File: src/rtl/enigma_fmt_pkg.sv
// Shared encodings for the cipher-group output formatter: ASCII control bytes,
// formatter FSM states and the pending-separator code.
package enigma_fmt_pkg;

    localparam logic [7:0] ASCII_SPACE = 8'h20;
    localparam logic [7:0] ASCII_CR    = 8'h0D;
    localparam logic [7:0] ASCII_LF    = 8'h0A;

    localparam int CNT_W = 4;

    typedef enum logic [2:0] {
        ST_IDLE,
        ST_CHAR,
        ST_SPACE,
        ST_CR,
        ST_LF,
        ST_PAD
    } state_t;

    typedef enum logic [1:0] {
        SEP_NONE,
        SEP_SPACE,
        SEP_CRLF
    } sep_t;

    // Modulo counter step: wraps to zero after reaching 'last'.
    function automatic logic [CNT_W-1:0] wrap_inc(input logic [CNT_W-1:0] value,
                                                  input logic [CNT_W-1:0] last);
        return (value == last) ? '0 : value + 1'b1;
    endfunction

endpackage

File: src/rtl/sync_fifo.sv
// Single-clock first-word-fall-through FIFO; head_data shows the oldest entry
// so a consumer can load and pop it in the same cycle.
module sync_fifo #(
    parameter int WIDTH = 8,
    parameter int DEPTH = 16
) (
    input  logic                     clk,
    input  logic                     srst,
    input  logic                     push,
    input  logic [WIDTH-1:0]         push_data,
    input  logic                     pop,
    output logic [WIDTH-1:0]         head_data,
    output logic                     full,
    output logic                     empty,
    output logic [$clog2(DEPTH):0]   count
);

    localparam int AW = $clog2(DEPTH);
    localparam logic [AW:0] FULL_CNT = (AW+1)'(DEPTH);

    logic [WIDTH-1:0] mem [DEPTH];
    logic [AW-1:0]    wr_ptr_reg;
    logic [AW-1:0]    rd_ptr_reg;
    logic [AW:0]      count_reg;
    logic             do_push;
    logic             do_pop;

    assign full      = (count_reg == FULL_CNT);
    assign empty     = (count_reg == '0);
    assign count     = count_reg;
    assign head_data = mem[rd_ptr_reg];
    assign do_push   = push && !full;
    assign do_pop    = pop && !empty;

    always_ff @(posedge clk) begin
        if (do_push) begin
            mem[wr_ptr_reg] <= push_data;
        end
    end

    always_ff @(posedge clk) begin
        if (srst) begin
            wr_ptr_reg <= '0;
            rd_ptr_reg <= '0;
            count_reg  <= '0;
        end else begin
            if (do_push) begin
                wr_ptr_reg <= wr_ptr_reg + 1'b1;
            end
            if (do_pop) begin
                rd_ptr_reg <= rd_ptr_reg + 1'b1;
            end
            case ({do_push, do_pop})
                2'b10:   count_reg <= count_reg + 1'b1;
                2'b01:   count_reg <= count_reg - 1'b1;
                default: count_reg <= count_reg;
            endcase
        end
    end

endmodule

File: src/rtl/cipher_group_formatter.sv
// Re-emits enciphered letters as five-letter cipher groups separated by spaces,
// with CR LF per line, over a registered valid/ready byte stream.
module cipher_group_formatter
    import enigma_fmt_pkg::*;
#(
    parameter int         GROUP_LEN   = 5,
    parameter int         LINE_GROUPS = 5,
    parameter int         DEPTH       = 16,
    parameter logic [7:0] PAD_CHAR    = 8'h58
) (
    input  logic       i_clock,
    input  logic       reset,
    input  logic [7:0] i_data,
    input  logic       i_valid,
    input  logic       i_flush,
    output logic [7:0] o_tx_data,
    output logic       o_tx_valid,
    input  logic       i_tx_ready,
    output logic       o_full,
    output logic       o_overflow
);

    localparam int CW = $clog2(DEPTH) + 1;
    localparam logic [CW-1:0]    FULL_CNT  = CW'(DEPTH);
    localparam logic [CNT_W-1:0] GRP_LAST  = CNT_W'(GROUP_LEN - 1);
    localparam logic [CNT_W-1:0] LINE_LAST = CNT_W'(LINE_GROUPS - 1);

    state_t           state_reg;
    sep_t             sep_pend_reg;
    logic [7:0]       tx_data_reg;
    logic             tx_valid_reg;
    logic [CNT_W-1:0] chr_cnt_reg;
    logic [CNT_W-1:0] grp_cnt_reg;
    logic             flush_req_reg;
    logic             flush_active_reg;
    logic             overflow_reg;

    logic [7:0]    fifo_head;
    logic          fifo_full;
    logic          fifo_empty;
    logic [CW-1:0] fifo_count;
    logic          fifo_push;
    logic          fifo_pop;
    logic          accept;
    logic          line_busy;

    assign fifo_push  = i_valid && !fifo_full;
    assign fifo_pop   = (state_reg == ST_IDLE) && !fifo_empty && (sep_pend_reg == SEP_NONE);
    assign accept     = tx_valid_reg && i_tx_ready;
    assign line_busy  = (chr_cnt_reg != '0) || (grp_cnt_reg != '0) || (sep_pend_reg != SEP_NONE);

    assign o_tx_data  = tx_data_reg;
    assign o_tx_valid = tx_valid_reg;
    assign o_full     = (fifo_count == FULL_CNT);
    assign o_overflow = overflow_reg;

    sync_fifo #(
        .WIDTH (8),
        .DEPTH (DEPTH)
    ) u_fifo (
        .clk       (i_clock),
        .srst      (reset),
        .push      (fifo_push),
        .push_data (i_data),
        .pop       (fifo_pop),
        .head_data (fifo_head),
        .full      (fifo_full),
        .empty     (fifo_empty),
        .count     (fifo_count)
    );

    always_ff @(posedge i_clock) begin
        if (reset) begin
            state_reg        <= ST_IDLE;
            sep_pend_reg     <= SEP_NONE;
            tx_data_reg      <= '0;
            tx_valid_reg     <= 1'b0;
            chr_cnt_reg      <= '0;
            grp_cnt_reg      <= '0;
            flush_req_reg    <= 1'b0;
            flush_active_reg <= 1'b0;
            overflow_reg     <= 1'b0;
        end else begin
            if (i_valid && fifo_full) begin
                overflow_reg <= 1'b1;
            end

            case (state_reg)
                ST_IDLE: begin
                    if (!fifo_empty) begin
                        tx_valid_reg <= 1'b1;
                        case (sep_pend_reg)
                            SEP_SPACE: begin
                                tx_data_reg <= ASCII_SPACE;
                                state_reg   <= ST_SPACE;
                            end
                            SEP_CRLF: begin
                                tx_data_reg <= ASCII_CR;
                                state_reg   <= ST_CR;
                            end
                            default: begin
                                tx_data_reg <= fifo_head;
                                state_reg   <= ST_CHAR;
                            end
                        endcase
                    end else if (flush_req_reg) begin
                        // Flush only once every buffered letter has gone out.
                        if (chr_cnt_reg != '0) begin
                            tx_data_reg      <= PAD_CHAR;
                            tx_valid_reg     <= 1'b1;
                            flush_active_reg <= 1'b1;
                            state_reg        <= ST_PAD;
                        end else if (line_busy) begin
                            tx_data_reg      <= ASCII_CR;
                            tx_valid_reg     <= 1'b1;
                            flush_active_reg <= 1'b1;
                            state_reg        <= ST_CR;
                        end else begin
                            flush_req_reg <= 1'b0;
                        end
                    end
                end

                ST_CHAR: begin
                    if (accept) begin
                        tx_valid_reg <= 1'b0;
                        state_reg    <= ST_IDLE;
                        chr_cnt_reg  <= wrap_inc(chr_cnt_reg, GRP_LAST);
                        if (chr_cnt_reg == GRP_LAST) begin
                            grp_cnt_reg  <= wrap_inc(grp_cnt_reg, LINE_LAST);
                            sep_pend_reg <= (grp_cnt_reg == LINE_LAST) ? SEP_CRLF : SEP_SPACE;
                        end
                    end
                end

                ST_SPACE: begin
                    if (accept) begin
                        tx_valid_reg <= 1'b0;
                        sep_pend_reg <= SEP_NONE;
                        state_reg    <= ST_IDLE;
                    end
                end

                ST_CR: begin
                    if (accept) begin
                        tx_data_reg <= ASCII_LF;
                        state_reg   <= ST_LF;
                    end
                end

                ST_LF: begin
                    if (accept) begin
                        tx_valid_reg <= 1'b0;
                        sep_pend_reg <= SEP_NONE;
                        state_reg    <= ST_IDLE;
                        if (flush_active_reg) begin
                            flush_active_reg <= 1'b0;
                            flush_req_reg    <= 1'b0;
                            chr_cnt_reg      <= '0;
                            grp_cnt_reg      <= '0;
                        end
                    end
                end

                ST_PAD: begin
                    if (accept) begin
                        chr_cnt_reg <= wrap_inc(chr_cnt_reg, GRP_LAST);
                        if (chr_cnt_reg == GRP_LAST) begin
                            tx_data_reg <= ASCII_CR;
                            state_reg   <= ST_CR;
                        end
                    end
                end

                default: begin
                    tx_valid_reg <= 1'b0;
                    state_reg    <= ST_IDLE;
                end
            endcase

            // A new request arriving as the previous flush retires is kept.
            if (i_flush) begin
                flush_req_reg <= 1'b1;
            end
        end
    end

endmodule
File: config.mk
export PLATFORM = sky130hd
export DESIGN_NAME = cipher_group_formatter
export DESIGN_NICKNAME = d
export VERILOG_FILES = /design/src/rtl/enigma_fmt_pkg.sv /design/src/rtl/sync_fifo.sv /design/src/rtl/cipher_group_formatter.sv
export SDC_FILE = /design/constraint.sdc
export NUM_CORES = 1
export LEC_CHECK = 0
export BUFFER_PORTS_ARGS = -buffer_cell sky130_fd_sc_hd__buf_2
export CORE_AREA = 5 5 117 119
export CTS_CLUSTER_DIAMETER = 60
export DETAILED_ROUTE_END_ITERATION = 10
export DIE_AREA = 0 0 122 124
export GPL_TIMING_DRIVEN = 0
export PLACE_DENSITY = 0.76
export SKIP_CTS_REPAIR_TIMING = 1
export SLEW_MARGIN = 20
export SYNTH_ARGS = -nofsm -noshare
export SYNTH_HDL_FRONTEND = slang
export SYNTH_HIERARCHICAL = 1
export SYNTH_SLANG_ARGS = --single-unit
File: constraint.sdc
create_clock -name i_clock -period 6.3 [get_ports i_clock]
set_input_delay 0.315 -clock i_clock [delete_from_list [all_inputs] [get_ports i_clock]]
set_output_delay 0.315 -clock i_clock [all_outputs]
set_load 0.1 [all_outputs]
==> results of run 1 <==
[Yosys cell counts (all sizes together) (7+ instances only)]
library cell    n
nand3           9
nor3            8
ha             14
a21oi          30
mux4           40
inv            16
or3             7
o21ai           9
buf            11
dfxtp          42
nor2           45
clkbuf         16
xor2            7
edfxtp        128
nand2b          9
and2            7
nand2          29
[layout by cell type, fill, tap and decap left out, types with 3 or more instances in the layout]
master / instances
nor3_2: 4
a211o_1: 3
buf_6: 3
nor3b_1: 5
xnor2_1: 3
inv_1: 16
o21ai_0: 9
a311oi_1: 3
and2_1: 7
a211oi_1: 3
nand2b_1: 9
inv_4: 4
nand2_1: 29
inv_6: 3
mux2i_1: 6
o22ai_1: 3
nor3_1: 4
edfxtp_1: 128
nor2b_1: 6
dfxtp_1: 42
nor4_1: 3
and3b_1: 3
nor2_1: 45
mux4_2: 40
ha_1: 14
clkbuf_16: 18
nand4_1: 4
or3_1: 7
xor2_1: 7
a31oi_1: 3
a21oi_1: 30
buf_2: 29
clkbuf_1: 15
nand3_1: 9
[layer usage]
metal | up-vias | global-route usage
met5 | - | 0
met4 | 0 | 0.07493
met3 | 19 | 0.05450
met2 | 166 | 0.3760
met1 | 2217 | 0.2729
li1 | 1997 | -
[cells by family after synthesis]
group	after synthesis
mux	48
buf+inv	43
simple gates	149
flops	170
compound gates	66
xor+xnor	10
fa+ha+maj	14
[through the flow]
stage          total power, uW  setup slack [ps]    util
2_1_floorplan             2040              2961       -
3_3_place_gp              2228              2631  0.6148
3_5_place_dp              2243              2532  0.6164
4_1_cts                   3226              2522  0.6617
5_1_grt                   3362              2268  0.6617
6_report                  3212              2481  0.6617
[final cells by class]
class                           count  share of cell area
Sequential cell                   170              0.5679
Multi-Input combinational cell    287              0.3002
Clock buffer                       20             0.05688
Tap cell                          172             0.02609
Buffer                             27             0.01608
Timing Repair Buffer               23             0.01395
Clock inverter                     12             0.01168
Inverter                           16            0.007280
[power by group]
| part | internal, uW | switching (uW) |
|---|---|---|
| Combinational | 318 | 586 |
| Clock | 551 | 433 |
| Sequential | 1280 | 44.9 |
[critical path, delay by kind of cell (launching register included)]
family,cells,cell delay [ps]
buffers and inverters,2,350
AOI/OAI and AO/OA,3,660
DFF,1,400
xor gates and xnor gates,1,150
adders and majority gates,2,490
muxes,1,350
and+or+nand+nor,4,1300
[final timing paths]
kind / end / slack, ps / cells after the start
worst min-delay path: flush_req_reg / 120 / 3
worst min register to register: o_tx_data[4] / 450 / 2
worst max-delay path: u_fifo/count[4] / 2480 / 13
worst max register to register: u_fifo/count[4] / 2480 / 13
==> run summary, run 1 <==
The repair_antennas step left the layout with diodes totalling 0. Signal routing reaches up to met4. The cell area after synthesis came out at between 7000 and 8000 sq um. The final layout contains roughly 570 nets. The number of different library cells in the post-synthesis netlist came out at 57. The die area is 15130 sq um. Counting flops and latches in the post-synthesis netlist gives 170. The cell that appears most often on the critical path is ha_1. The number of instances in the synthesized netlist came out at 500. The sink count of the clock tree came out at 170. The multi-input logic area came out at around 2500 sq um. The clock insertion delay at the later pin of the skew report came out at 410 ps.

The largest net degree at the start of global routing is 17. Traced cell by cell, the critical path runs through or4_1 -> nor2_1 -> clkbuf_2 -> inv_1 -> and4b_1 -> o21a_1 -> ha_1 -> xor2_1 -> ha_1 -> nor4b_1 -> a21oi_1 -> o32ai_1 -> mux2_1. The clock input transition at the sequential cells of the worst setup and hold paths is around 70 ps. The time the final worst path needs with I/O delays and setup came out at approximately 3800 ps. The net count after synthesis is around 530.

The sequential cell area fraction in the yosys report came out at 0.6388. edfxtp_1 takes more of the synthesized area than any other cell. The fraction of the cycle the final worst path needs came out at 0.6061.

The weighted congestion reported at the end of routability-driven placement is just under 0.9. The peak ir drop on the vdd network came out at around 0.23 mV. The final wirelength is 15350 um. The number of global-route vias before repair is between 4000 and 5000. The post-detailed-route DRC marker count is 0. Of the total synthesized cell area, the portion taken by XOR and XNOR cells is 0.01194.

The number of buffers inserted during clock tree synthesis came out at 17. CTS built an H-tree with a depth of 4. The initial cell density of the core came out at 0.5883. The number of flip-flops in the largest register came out at 128.

The share of synthesized area in the top cell type comes to 0.5241. The first TritonRoute pass finished after 5 iterations. For this block, wires on met1 add up to 6096 um. The standby leakage power is 0.002790 uW. The clock tree from TritonCTS is yes.

The area taken by flip-flops and latches came out at 4684 sq um. The mean number of vias per cell is 6.051. The critical path is of the flip-flop to flip-flop type. Across all hold checks on the routed design, the worst slack comes to 122.7 ps. The total number of vias came out at around 4400. Across every metal layer, demand over resource in global routing totals 0.2186.

The share of cells above drive strength 1 came out at 0.2108. The total setup violations reported at the end of the flow came out at 0. The final setup TNS came out at 0 ps. In this run the critical register-to-register path is launched from u_fifo/count[0]. Data on the critical path arrives at its endpoint at ~4000 ps.

The routed length on met3 came out at approximately 920 um. In this run the tightest slew margin relative to its limit is 0.4331. The buffer levels on the longest clock path is 2. The total grt overflow came out at 0.

The critical path endpoint category is a flip-flop. The number of max-cap violations came out at 0. Buffers placed on the I/O ports in this run total 23. The first-pass GRT wire length is 23940 um. The chip height is between 100 and 150 um.

The layout overhead on the synthesized area came out at 12.49%. The root buffer cell is clkbuf_16. The met2 wirelength from detailed routing is around 8000 um. The width of the die came out at 122 um. The number of failing hold endpoints at the final stage was 0. The clock skew is a little under 8 ps.

With fillers left out, the area of the finished cells amounts to slightly above 8000 sq um. Power spread over the standard cell area amounts to 389.3 nW/um^2. The final instance count without filler cells is 727. The number of antenna violations at the first check in global routing is 0. The violation count after the first detailed-route iteration is about 500. Derived from the worst setup path, the maximum achievable clock frequency is 261.9 MHz. The critical path starts at u_fifo/count[0]. Setup repair after global routing left no endpoint under its margin. The synthesized-area fraction occupied by ao, oa, aoi and oai cells is 0.05682.

The top fanout value on the critical path came out at 9. The slowest cell on the critical path is or4_1. The slew at the pin with the worst max-slew slack came out at about 850 ps. The total number of yosys warnings is 6. For the worst setup path, the data required time is ~6600 ps. The mux contribution to synthesized area came out at 0.1341. The cell row count is 41. Among all flip-flop cells after synthesis, the most frequent one is edfxtp_1. The flow ran to the end, and the final reports show no timing, DRC or antenna violations.

The boundary pin count came out at 24. The placed instance area came out at 7684 sq um. The fill cell total of the finished layout is 882. The combinational family with the most area after synthesis is multiplexers. The largest stage delay on the critical path is 580 ps. The post-detailed-route count of antenna-violating nets came out at 0. After detailed placement, the design holds a cell count of roughly 700. By area the synthesized netlist is led by edfxtp_1 52%, mux4_2 12%, dfxtp_1 11%.

In this run, synthesis inferred 128 flip-flops with an integrated enable. The total core area is 12470 sq um. In this run the most critical hold path is launched from i_flush. The fraction of registers with async set/reset came out at 0. The area share of fa/ha/maj cells after synthesis is 0.02389. Of the total synthesized cell area, the portion taken by AND, OR, NAND and NOR gates is 0.1082.

The tightest min-delay check is of the input port to flip-flop type. The detailed-placement wirelength estimate came out at ~11000 um. The final-report max-slew violation count came to 0. The mean cell area of the mapped netlist came out at 14.67 sq um. The final routed wire length divided by cell count came out at roughly 21 um. The nature of the critical path startpoint is a flip-flop.
Note: power is estimated with default switching activity, not from simulation.
==> run 2: changes to the inputs <==
clock period = 3.6 ns   (was 6.3 ns; I/O delays follow)
==> run summary, run 2 (synthesized netlist as in run 1, its figures left out) <==
The number of antenna violations at the first check in global routing came out at 0. The clock skew is about 7.1 ps. The setup slack at placement is -168.2 ps. The number of failing hold endpoints at the final stage came out at 0. The detailed router finished its first iteration with around 500 violations. The maximum level of the CTS H-tree came out at 4.

The depth of the critical timing path with buffers and inverters included came out at 14. The detailed-placement wirelength estimate came out at between 10000 and 15000 um. Of the total power, the share spent switching nets is 0.3308. For the worst setup path, the data required time is between 3000 and 4000 ps. The worst register-to-register path has a depth of 14. The worst slew margin relative to its limit came out at 0.4247. After detailed routing, the average wire length per cell comes to ~21 um. TritonCTS built the clock tree. The critical path endpoint is u_fifo/count[4]. The final setup TNS came out at 0 ps. The number of global-route vias before repair came to approximately 4400. 24 I/O pins were placed. The clock insertion delay at the later pin of the skew report came out at 410 ps. The number of inserted diodes is 0.

The number of buffers and inverters on the critical path came out at 3. STA classifies the critical path endpoint as a flip-flop. The total number of vias came out at 4422. The net count of the finished layout is roughly 570. STA classifies the critical path startpoint as a flip-flop. In this run the core area contains approximately 40 standard-cell rows. In this run the horizontal extent of the chip is approximately 120 um. Buffers placed on the I/O ports in this run total 23. The fmax came out at between 200 and 300 MHz.

Using the TritonRoute via totals, the vias-per-cell ratio works out to roughly 6.1. The setup slack of the worst register-to-register path came out at 190 ps. The layout overhead on the synthesized area is 13.14%. No sink is reached through more buffers than the 2 on the longest clock path. At the pin with the least slew margin, the transition time is about 860 ps. The final wirelength came out at between 15000 and 20000 um. Before antenna repair, the detailed router went through 5 iterations. The worst hold path begins at i_valid. The worst hold path was traced through 3 stages. The launching instance or port of the critical path is u_fifo/count[2]. The standby leakage power came out at about 0.0028 uW. The worst min-delay path category is input port to flip-flop. The slowest cell on the critical path is or4_1. The clock input transition at the sequential cells of the worst setup and hold paths came out at 60 ps. The flow ran to the end, and the final reports show no timing, DRC or antenna violations. The data arrival time at the worst-slack endpoint came out at around 3700 ps. The final-report max-slew violation count came out at 0. The power per standard cell area is a little under 700 nW/um^2.

The sequential power share is 0.409. Across all setup checks in the final design, the least slack found is roughly 190 ps. The largest stage delay on the critical path is about 500 ps. The count of nets left with antenna violations once routing finished came out at 0. The top fanout value on the critical path came out at 8. The die area is around 15000 sq um. The reg-to-reg critical path endpoint is u_fifo/count[4].

The top cell types in the final layout, fill and taps aside, are 128 x edfxtp_1, 45 x nor2_1, 41 x dfxtp_1. The first global-routing pass estimated 23940 um of wire. The library cell used most frequently in the layout, excluding fill and tap cells, is edfxtp_1.

Routability-driven placement finished with a final weighted congestion of roughly 0.87. The total grt overflow is 0. The initial utilization of the core area, before any placement, comes to 0.5883.

The critical path is of the flip-flop to flip-flop type. The time the final worst path needs with I/O delays and setup is around 3400 ps. The fraction of the cycle the final worst path needs came out at 0.9485. The aggregate global-route resource usage came out at 0.2186. Setup violations remaining at the end of the flow were counted as 0. The peak ir drop on the vdd network came out at about 0.4 mV.

Walking the worst path, the cells encountered are buf_2 -> or4_1 -> nor2_1 -> buf_4 -> inv_1 -> and4b_1 -> o21a_2 -> ha_1 -> xor2_1 -> ha_2 -> nor4b_4 -> a211oi_1 -> o32ai_2 -> mux2_1. The family with the most delay on the worst path is simple AND/OR/NAND/NOR gates. Clock tree synthesis inserted a total of 17 buffers. The post-detailed-route DRC marker count came out at 0.

The root buffer cell is clkbuf_16. The sink count of the clock tree is between 150 and 200. The total power of the final layout is between 5000 and 6000 uW. Setup repair after global routing left no endpoint under its margin. The share of cells above drive strength 1 came out at 0.2208. The number of flip-flops in the largest register is roughly 130.

The worst register-to-register path begins at u_fifo/count[2]. The core region is roughly 12000 sq um. On the final layout, the worst hold slack is 18.11 ps. The switching power of the nets came out at roughly 1900 uW. The chip height is 124 um. The internal portion of the total power is 3793 uW. The tool flagged a number of max-cap violations equal to 0. Entering global routing, the biggest net connects 17 pins. The proportion of power drawn by the clock network is 0.304. The relative contribution of combinational cells to total power came out at 0.287.
-- run 2: worst register-to-register path: cells and delay by family, from the launching register on --
family | cells | cell delay, ps
buffers and inverters | 3 | 360
flip-flops | 1 | 300
AND/OR/NAND/NOR | 4 | 1140
AO/OA/AOI/OAI | 3 | 570
adder cells (fa/ha/maj) | 2 | 450
XOR/XNOR | 1 | 160
multiplexers | 1 | 340
-- run 2: per-stage QoR --
stage / std cells / instance area [sq um] / utilization
5_1_grt: 729 / 8297 / 0.6656
3_3_place_gp: 695 / 7664 / 0.6148
4_1_cts: 727 / 8249 / 0.6617
3_5_place_dp: 695 / 7684 / 0.6164
6_report: 729 / 8297 / 0.6656
2_1_floorplan: 500 / 7333 / -
-- run 2: power groups by stage --
| stage | clock (uW) | combinational [uW] | sequential [uW] |
|---|---|---|---|
| global placement | 0 | 1550 | 2350 |
| floorplan | 0 | 994 | 2580 |
| detailed placement | 0 | 1570 | 2360 |
| finish | 1720 | 1630 | 2320 |
| CTS | 1750 | 1580 | 2320 |
| global route | 1850 | 1760 | 2330 |
-- run 2: layout make-up --
| class | instances | area, sq um |
|---|---|---|
| clock buffers | 20 | 469.2 |
| plain buffers | 27 | 135.1 |
| clock inverters | 12 | 96.34 |
| flip-flops and latches | 170 | 4686 |
| well taps | 172 | 215.2 |
| repair buffers | 25 | 132.6 |
| fillers | 875 | 4169 |
| multi-input cells | 287 | 2502 |
| inverters | 16 | 60.06 |
-- run 2: worst min-delay path by stage --
stage | end | slack (ps)
floorplan | u_fifo/mem[0][0] | 280
detailed placement | flush_req_reg | 410
global placement | flush_req_reg | 390
global route | o_overflow | 60
finish | o_overflow | 20
CTS | flush_req_reg | -40
-- run 2: layer usage --
metal,track usage,wire [um],vias up,part of all wire
met2,0.3760,8076,161,0.53
met5,0,0,-,0
li1,-,-,2009,-
met1,0.2729,6132,2231,0.40
met3,0.05450,891,21,0.058
met4,0.07493,260,0,0.017
==> run 3: changes to the inputs <==
==> constraint.sdc (replaced) <==
create_clock -name i_clock -period 3.6 [get_ports i_clock]
set_input_delay 0.72 -clock i_clock [delete_from_list [all_inputs] [get_ports i_clock]]
set_output_delay 0.72 -clock i_clock [all_outputs]
set_load 0.1 [all_outputs]
==> run summary, run 3 (synthesized netlist as in run 1, its figures left out) <==
The run finished with clean final reports. The final-report max-slew violation count came out at 0. For this run, design rule violations remaining after detail routing come to 0. Leaving out fill and tap cells, the most frequent cell in the layout is edfxtp_1. The share of cells above drive strength 1 is 0.2212. The chip height is 124 um.

Traced cell by cell, the critical path runs through buf_2 -> or4_1 -> nor2_1 -> buf_4 -> inv_1 -> and4b_1 -> o21a_2 -> ha_1 -> xor2_1 -> ha_2 -> nor4b_4 -> a211oi_1 -> o32ai_2 -> mux2_1. On the critical path, the stage with the largest delay is an instance of or4_1. The aggregate global-route resource usage is 0.2186. The first global-routing pass estimated 23940 um of wire. The fill cell total of the finished layout came out at 876. The die area came out at 15130 sq um. The top cell types in the final layout, fill and taps aside, are 128 x edfxtp_1, 45 x nor2_1, 41 x dfxtp_1.

Measured along the x axis, the die boundary spans 122 um. The weighted congestion reported at the end of routability-driven placement is between 0.8 and 0.9. The root buffer cell is clkbuf_16. The clock skew is ~7.6 ps. The mean number of vias per cell came out at about 6. Before antenna repair, the detailed router went through 5 iterations. Data on the critical path is required at its endpoint by ~4000 ps.

STA classifies the critical path startpoint as a flip-flop. The net total in the final layout came out at 570. The cell row count is between 40 and 50. Setup repair after global routing left no endpoint under its margin. The post-detailed-route count of antenna-violating nets came out at 0. Entering global routing, the biggest net connects 17 pins. The layout overhead on the synthesized area is 13.00%. The met1 track utilization from global routing came out at 0.2729. The worst path needs approximately 3400 ps of the cycle, external delays included.

The boundary pin count came out at 24. The category of the critical setup timing path is flip-flop to flip-flop. After detailed routing, the average wire length per cell comes to between 20 and 25 um. The number of antenna violations at the first check in global routing is 0. CTS saw 170 sinks. The data arrival time at the worst-slack endpoint is 3720 ps. In this design, the largest share of critical-path delay is due to simple AND/OR/NAND/NOR gates. Detailed placement ended at an HPWL of 10590 um. The violation count after the first detailed-route iteration came out at 518. The number of failing hold endpoints at the final stage was 0. The worst slew margin relative to its limit is 0.4561. The fmax is about 290 MHz.

The number of max-cap violations came out at 0. The slew at the pin with the worst max-slew slack is around 800 ps. The initial cell density of the core came out at 0.5883.

The buffer levels on the longest clock path came out at 2. Summed over all layers, the routed wires come to 15370 um. The clock tree from TritonCTS is yes. The met3 layer usage reported by global route came out at 0.05450. The count of buffers added on input and output ports is 23. After floorplanning, the core was sized to cover ~12000 sq um. The global-route track usage on met2 is 0.3760. The total setup violations reported at the end of the flow came out at 0. The number of global-route vias before repair came out at 4373.

The standby leakage power came out at approximately 0.0028 uW. At the placement stage, the worst setup path has a slack of -168.2 ps. Total power for the finished layout comes to 5674 uW. met2 is the most crowded layer. The worst path meets setup with roughly 180 ps of slack.

The repair_antennas step left the layout with diodes totalling 0. The routed layout has ~4400 vias. The maximum level of the CTS H-tree came out at 4. In this run the worst hold path is classified as flip-flop to flip-flop. The top fanout value on the critical path came out at 8.

The clock insertion delay at the later pin of the skew report came out at 420 ps. After clock tree synthesis, the clock-pin slew on the worst setup and hold paths is approximately 70 ps. The tightest hold path in the finished design has a slack of ~450 ps. The power per standard cell area came out at 684.7 nW/um^2.

The fraction of the cycle the final worst path needs is 0.9493. The total grt overflow came out at 0. The number of flip-flops in the largest register came out at roughly 130. The peak ir drop on the vdd network came out at a little over 0.4 mV. The worst setup path is captured at a flip-flop. Together, buffers and inverters on the worst path number 3.

The largest stage delay on the critical path is 500 ps. The number of buffers inserted during clock tree synthesis is 17.
run 3: changes by cell type in the layout (fill, tap and decap cells not counted):
cell / before / now
dlygate4sd3_1: 1 / 0
run 3: through the flow:
step / cells / setup TNS, ps / area (sq um) / util
2_1_floorplan: 500 / 0 / 7333 / -
3_3_place_gp: 695 / -69.14 / 7664 / 0.6148
3_5_place_dp: 695 / -168.2 / 7684 / 0.6164
4_1_cts: 727 / -178.4 / 8249 / 0.6617
5_1_grt: 728 / 0 / 8287 / 0.6648
6_report: 728 / 0 / 8287 / 0.6648
run 3: area by class of cell:
type / count / area (sq um) / area share
sequential: 170 / 4686 / 0.5655
multi-input combinational: 287 / 2502 / 0.3020
clock buffer: 20 / 469.2 / 0.05662
tap: 172 / 215.2 / 0.02597
buffer: 27 / 135.1 / 0.01631
timing repair buffer: 24 / 122.6 / 0.01480
clock inverter: 12 / 96.34 / 0.01163
inverter: 16 / 60.06 / 0.007247
run 3: layer usage:
layer	wire length, um	vias up
li1	-	2003
met1	6164	2207
met2	8037	156
met3	887	23
met4	281	0
met5	0	-
run 3: final timing paths:
path	from	to	slack, ps	cells after the start
min reg2reg	o_tx_data[4]	o_tx_data[4]	450	2
max	u_fifo/count[2]	u_fifo/count[4]	180	14
min	o_tx_data[4]	o_tx_data[4]	450	2
max reg2reg	u_fifo/count[2]	u_fifo/count[4]	180	14
run 3: power breakdown:
group          leakage (uW)  total [uW]  switching [uW]  internal (uW)
logic               0.00102        1630            1040            589
registers           0.00150        2320            80.9           2240
clock network      0.000289        1720             759            963
total               0.00281        5670            1880           3790
run 3: worst register-to-register path: cells and delay by family (launching register included):
| kind | cells | cell delay (ps) |
|---|---|---|
| AND/OR/NAND/NOR | 4 | 1140 |
| flip-flops | 1 | 300 |
| adder cells (fa/ha/maj) | 2 | 450 |
| buffers and inverters | 3 | 360 |
| multiplexers | 1 | 340 |
| XOR/XNOR | 1 | 160 |
| AO/OA/AOI/OAI | 3 | 570 |
